$ cat config.mk
export PLATFORM = sky130hd
export DESIGN_NAME = shift_add_mul4
export DESIGN_NICKNAME = d
export VERILOG_FILES = /design/src/rtl/shift_add_mul4.sv
export SDC_FILE = /design/constraint.sdc
export NUM_CORES = 1
export LEC_CHECK = 0
export CAP_MARGIN = 5
export CELL_PAD_IN_SITES_DETAIL_PLACEMENT = 0
export CELL_PAD_IN_SITES_GLOBAL_PLACEMENT = 1
export CORE_ASPECT_RATIO = 0.75
export CORE_MARGIN = 3
export CORE_UTILIZATION = 37
export CTS_CLUSTER_DIAMETER = 200
export CTS_CLUSTER_SIZE = 14
export DETAILED_ROUTE_END_ITERATION = 10
export PLACE_DENSITY_LB_ADDON = 0.12
export SYNTH_ARGS = -nofsm -noshare
export SYNTH_HDL_FRONTEND = slang
export SYNTH_SLANG_ARGS = --single-unit
$ cat constraint.sdc
create_clock -name clk -period 3.21 [get_ports clk]
set_clock_uncertainty 0.05 [all_clocks]
set_input_delay 0.642 -clock clk [delete_from_list [all_inputs] [get_ports clk]]
set_output_delay 0.642 -clock clk [all_outputs]
set_load 0.1 [all_outputs]
$ cat src/rtl/shift_add_mul4.sv
// Sequential 4x4 unsigned shift-and-add multiplier driving an external 4-bit adder.
// Optional MUL_EARLY_TERM_EN: stop after the highest set multiplier bit.
module shift_add_mul4 (
    input  logic       clk,
    input  logic       rst,
    input  logic       start,
    input  logic [3:0] mcand,
    input  logic [3:0] mplier,
    output logic       busy,
    output logic       done,
    output logic [7:0] product,
    output logic [3:0] add_a,
    output logic [3:0] add_b,
    output logic       add_cin,
    input  logic [3:0] add_sum,
    input  logic       add_cout
);

    localparam int unsigned W  = 4;
    localparam int unsigned PW = 2 * W;
    localparam int unsigned CW = 3;

    typedef enum logic [1:0] {
        S_IDLE = 2'd0,
        S_RUN  = 2'd1,
        S_DONE = 2'd2
    } state_t;

    state_t          state_q, state_d;
    logic [W-1:0]    mc_q, mc_d;
    logic [W-1:0]    acc_q, acc_d;
    logic [W-1:0]    q_q, q_d;
    logic [CW-1:0]   cnt_q, cnt_d;
    logic [PW-1:0]   product_q, product_d;
    logic [CW-1:0]   last_iter;
    logic [PW-1:0]   shifted;

`ifdef MUL_EARLY_TERM_EN
    logic [CW-1:0]   last_q, last_d;

    // Index of the final iteration: highest set multiplier bit, minimum 0.
    function automatic logic [CW-1:0] calc_last(input logic [W-1:0] m);
        if (m[3])      calc_last = CW'(3);
        else if (m[2]) calc_last = CW'(2);
        else if (m[1]) calc_last = CW'(1);
        else           calc_last = CW'(0);
    endfunction

    assign last_iter = last_q;
`else
    assign last_iter = CW'(W - 1);
`endif

    // {cout, sum, q} shifted right by one, dropping the consumed multiplier bit
    assign shifted = {add_cout, add_sum, q_q[W-1:1]};

    assign add_a   = (state_q == S_RUN) ? acc_q : '0;
    assign add_b   = (state_q == S_RUN && q_q[0]) ? mc_q : '0;
    assign add_cin = 1'b0;
    assign busy    = (state_q == S_RUN);
    assign done    = (state_q == S_DONE);
    assign product = product_q;

    always_ff @(posedge clk) begin
        if (rst) begin
            state_q   <= S_IDLE;
            mc_q      <= '0;
            acc_q     <= '0;
            q_q       <= '0;
            cnt_q     <= '0;
            product_q <= '0;
`ifdef MUL_EARLY_TERM_EN
            last_q    <= '0;
`endif
        end else begin
            state_q   <= state_d;
            mc_q      <= mc_d;
            acc_q     <= acc_d;
            q_q       <= q_d;
            cnt_q     <= cnt_d;
            product_q <= product_d;
`ifdef MUL_EARLY_TERM_EN
            last_q    <= last_d;
`endif
        end
    end

    always_comb begin
        state_d   = state_q;
        mc_d      = mc_q;
        acc_d     = acc_q;
        q_d       = q_q;
        cnt_d     = cnt_q;
        product_d = product_q;
`ifdef MUL_EARLY_TERM_EN
        last_d    = last_q;
`endif
        case (state_q)
            S_IDLE, S_DONE: begin
                if (start) begin
                    mc_d    = mcand;
                    q_d     = mplier;
                    acc_d   = '0;
                    cnt_d   = '0;
                    state_d = S_RUN;
`ifdef MUL_EARLY_TERM_EN
                    last_d  = calc_last(mplier);
`endif
                end else begin
                    state_d = S_IDLE;
                end
            end
            S_RUN: begin
                acc_d = shifted[PW-1:W];
                q_d   = shifted[W-1:0];
                cnt_d = cnt_q + CW'(1);
                if (cnt_q == last_iter) begin
                    // Early exit leaves the product un-normalised by the skipped shifts
`ifdef MUL_EARLY_TERM_EN
                    product_d = shifted >> (CW'(W - 1) - last_q);
`else
                    product_d = shifted;
`endif
                    state_d = S_DONE;
                end
            end
            default: state_d = S_IDLE;
        endcase
    end

endmodule

## Word-level counts from Yosys, hierarchy flattened

Index checks and enable logic that the tools add are counted.

| word-level totals | value |
|---|---|
| flip-flop bits (word level) | 25 |
| bits in latches | 0 |
| bits in writable memories | 0 |
| bits in read-only memories | 0 |
| output and inout port bits | 19 |
| logic and storage cells | 30 |
| memories | 0 |

| operators by class | value |
|---|---|
| $add $sub $neg | 1 |
| $mul | 0 |
| divide/modulo/power cells | 0 |
| magnitude comparators | 0 |
| eq/ne operators | 5 |
| shift-type cells | 0 |
| multiplexer cells | 11 |
| bitwise operators | 0 |
| reductions and logical operators | 7 |

Operators by type and width:

| operator | count |
|---|---|
| 2-to-1 mux 4 bit | 4 |
| case mux 4 bit (2 select lines) | 2 |
| case mux 3 bit (2 select lines) | 1 |
| AND reduction 2 bit | 3 |
| case mux 2 bit (2 select lines) | 1 |
| adder 3 x 1 -> 3 bit (second input constant) | 1 |
| equality test 3 x 2 -> 1 bit (second input constant) | 1 |
| 2-to-1 mux 3 bit | 1 |
| equality test 2 x 1 -> 1 bit (second input constant) | 1 |
| equality test 2 bit (second input constant) | 1 |
| logical NOT 2 bit | 1 |
| 2-to-1 mux 2 bit | 1 |
| inequality test 2 x 1 -> 1 bit (second input constant) | 1 |
| inequality test 2 bit (second input constant) | 1 |
| nonzero test 2 bit | 1 |
| OR reduction 2 bit | 1 |
| logical AND 1 bit | 1 |
| 2-to-1 mux 1 bit | 1 |

## Logic depth before layout (Yosys ltp)

| logic depth | value |
|---|---|
| depth after elaboration | 4 |
| depth in mapped cells | 6 |

## Worst setup path after synthesis

OpenSTA, ideal clock, no wires.

| timing path | value |
|---|---|
| kind | register -> output |
| start point | register state_q[0] |
| end point | output port done |
| data arrival time | 1.664 ns |
| required time | 2.518 ns |
| setup slack | 0.854 ns |
| cell stages (with the launch flop) | 2 |
| buffers on the path | 0 |
| cell sequence | dfxtp_1 nor2b_1 |

| between the ends | value |
|---|---|
| word-level cells in the longest chain between the ends | 1 |

RTL lines:

| item | line | RTL |
|---|---|---|
| start: declaration | 29 | `state_t state_q, state_d;` |
| start signal: assignment | 76 | `state_q <= state_d;` |
| equality test 2 bit | 61 | `assign done = (state_q == S_DONE);` |
| end: declaration | 10 | `output logic done,` |

Every way passes these cells.

## Worst setup path after layout

| timing path | value |
|---|---|
| start point | register state_q[0] |
| end point | output port add_a[1] |

| between the ends | value |
|---|---|
| word-level cells in the longest chain between the ends | 2 |

RTL lines:

| item | line | RTL |
|---|---|---|
| equality test 2 x 1 -> 1 bit | 57 | `assign add_a = (state_q == S_RUN) ? acc_q : '0;` |
| 2-to-1 mux 4 bit | 57 |  |
| end: declaration | 12 | `output logic [3:0] add_a,` |

Every way passes these cells.

==> flow_metrics.env <==
export IMPL_status="finished clean"
export IMPL_wl_per_cell_um=12.06
export IMPL_hold_viol_final=0
export IMPL_cts_sinks=25
export IMPL_wirelength_met1_mm=1.106
export IMPL_period_share_pct=70.63
export IMPL_synth_top_cells_by_area="dfxtp_1 (41%), nand3_2 (9.9%), nand2_1 (9.0%), a21oi_2 (8.0%), a311oi_2 (5.0%)"
export IMPL_dpl_hpwl_mm=1.685
export IMPL_wl_met2_mm=1.150
export IMPL_cpMostUsedCell="buf_4"
export IMPL_yosys_register_bits=25
export IMPL_reg2reg_depth=6
export IMPL_nFillCells=291
export IMPL_num_nets_final=178
export IMPL_synth_cell_types=23
export IMPL_final_util_pct=51.62
export IMPL_relSlewSlack_pct=53.42
export IMPL_io_pins=35
export IMPL_fp_row_count=17
export IMPL_register_area_um2=500.5
export IMPL_synth_top_area_share_pct=41.32
export IMPL_finalWirelength_mm=2.375
export IMPL_syn2layout_area_growth_pct=29.65
export IMPL_p_leak_nw=0.5752
export IMPL_drt_iter0_markers=46
export IMPL_antenna_found_initial=0
export IMPL_cts_root_buf="clkbuf_8"
export IMPL_routed_top_layer="met4"
export IMPL_power_density_nw_per_um2=399.3
export IMPL_max_vdd_ir_drop_uv=278.4
export IMPL_core_area_um2=3042
export IMPL_cts_buffer_depth=2
export IMPL_final_max_slew_viol_count=0
export IMPL_multi_input_area_um2=594.3
export IMPL_yosysSeqAreaShare_pct=41.32
export IMPL_start_util_pct=39.82
export IMPL_die_y_um=55.55
export IMPL_path_cells="nand2b_1 > buf_4 > inv_6 > and2_1 > buf_4"
export IMPL_grt_pass1_wl_mm=3.988
export IMPL_vias_per_cell=4.873
export IMPL_hold_path_class="flip-flop to flip-flop"
export IMPL_crit_required_ns=2.52
export IMPL_whs_path_depth=2
export IMPL_max_stage_delay_ns=0.39
export IMPL_cts_setup_buffers=0
export IMPL_end_kind="primary output"
export IMPL_post_cts_resized=0
export IMPL_arrival_ns=1.58
export IMPL_track_usage_pct=12.15
export IMPL_fmax_ghz=0.4411
export IMPL_period_minus_slack_ns=2.267
export IMPL_cts_tree="built"
export IMPL_place_congestion=0.6551
export IMPL_diodes=0
export IMPL_synth_area_um2=1211
export IMPL_finalSetupTns_ns=0
export IMPL_firstDrtPassIters=4
export IMPL_htree_num_levels=1
export IMPL_yosys_warnings=0
export IMPL_grt_overflow_total=0
export IMPL_dieArea_um2=4003
export IMPL_cp_start_kind="flip-flop"
export IMPL_dr_wl_met3_um=110
export IMPL_vias=960
export IMPL_synth_top_cell_by_area="dfxtp_1"
export IMPL_grt_setup_unrepaired="false"
export IMPL_drive_above_1_share_pct=32.70
export IMPL_hold_buffers=0
export IMPL_syn_area_per_cell_um2=9.246
export IMPL_setup_viol=0
export IMPL_postRouteAntennaNets=0
export IMPL_dpl_cell_area_um2=1525
export IMPL_cts_clk_slew_worst_paths_ns=0.08
export IMPL_port_buffers=33
export IMPL_crit_type="flip-flop to primary output"
export IMPL_worst_path_max_delay_cell="dfxtp_1"
export IMPL_insertion_delay_ns=0.26
export IMPL_grt_pass1_vias=887
export IMPL_syn_num_nets=149
export IMPL_grt_max_degree=26
export IMPL_synthCells=131
export IMPL_worst_pin_slew_ns=0.6988
export IMPL_cts_buffers=3
export IMPL_design_area_um2=1570
export IMPL_die_w_um=72.07
export IMPL_cp_max_fo=24
export IMPL_drv_cap=0
export IMPL_drc=0
-- registers in the layout, summed over array words and instances (netlist names) --
register and count:
state_q 2, acc_q 4, q_q 4, cnt_q 3, mc_q 4, product 8
-- layout make-up --
type / instances / area share, %
multi-input cells: 92 / 37.85
flip-flops and latches: 25 / 31.87
repair buffers: 36 / 23.59
well taps: 38 / 3.028
clock buffers: 4 / 2.869
inverters: 2 / 0.7968
-- Yosys cell counts --
cell      number
nand2_1       29
dfxtp_1       25
nand3_2       12
a21oi_2       11
a21oi_1        8
nor2_1         6
a311oi_2       4
and2_1         4
and3_1         4
buf_4          4
buf_6          4
nand2b_1       4
nand3_1        3
buf_2          2
ha_1           2
nor2b_1        2
buf_8          1
clkbuf_1       1
conb_1         1
inv_1          1
inv_6          1
nand3b_1       1
o21a_1         1
-- logic make-up after synthesis --
kind of cell | synth area share [%]
AO/OA/AOI/OAI | 16.84
flip-flops | 41.32
AND/OR/NAND/NOR | 29.85
adder cells (fa/ha/maj) | 2.066
other | 0.3096
buffers and inverters | 9.606
-- worst max-delay path, delay by kind of cell, from the launching register on --
family	cells	cell delay [ns]
buffers and inverters	3	0.68
DFF	1	0.39
and+or+nand+nor	2	0.23
-- stage by stage --
stage	total power (W)	hold slack, ns	worst slack, ns	cells
floorplan	0.0004280	0.3819	0.8538	131
global placement	0.0004510	0.3923	1.130	193
detailed placement	0.0004526	0.3963	1.019	193
CTS	0.0006372	0.4089	0.9185	197
global route	0.0006618	0.4382	0.8061	197
finish	0.0006270	0.4013	0.9429	197
-- metal layers --
| metal | up-vias | GRT usage [%] |
|---|---|---|
| li1 | 491 | - |
| met1 | 449 | 15.78 |
| met2 | 18 | 19.97 |
| met3 | 2 | 4.000 |
| met4 | 0 | 1.609 |
| met5 | - | 0 |
-- where the power goes --
part           switching [W]  internal (W)  total [W]
Clock              0.0000941     0.0000886   0.000183
Sequential        0.00000989      0.000323   0.000333
Combinational      0.0000711     0.0000400   0.000111
Total               0.000175      0.000452   0.000627
-- final timing paths --
check                   from         end  slack, ns
setup / recovery  state_q[0]    add_a[1]       0.94
hold / removal       mc_q[2]     mc_q[2]       0.40
setup reg to reg    cnt_q[0]  product[2]       1.65
hold reg to reg      mc_q[2]     mc_q[2]       0.40
-- cell usage in the layout, fill, tap and decap left out, drive strengths merged, types with 4 or more instances in the layout --
master / netlist / routed
nand2: 29 / 29
and3: 4 / 4
nand3: 15 / 15
and2: 4 / 4
a21oi: 19 / 19
nand2b: 4 / 4
dfxtp: 25 / 25
nor2: 6 / 6
clkdlybuf4s50: 0 / 15
buf: 11 / 21
clkbuf: 1 / 4
a311oi: 4 / 4
Power figures use the tool's default switching activity.
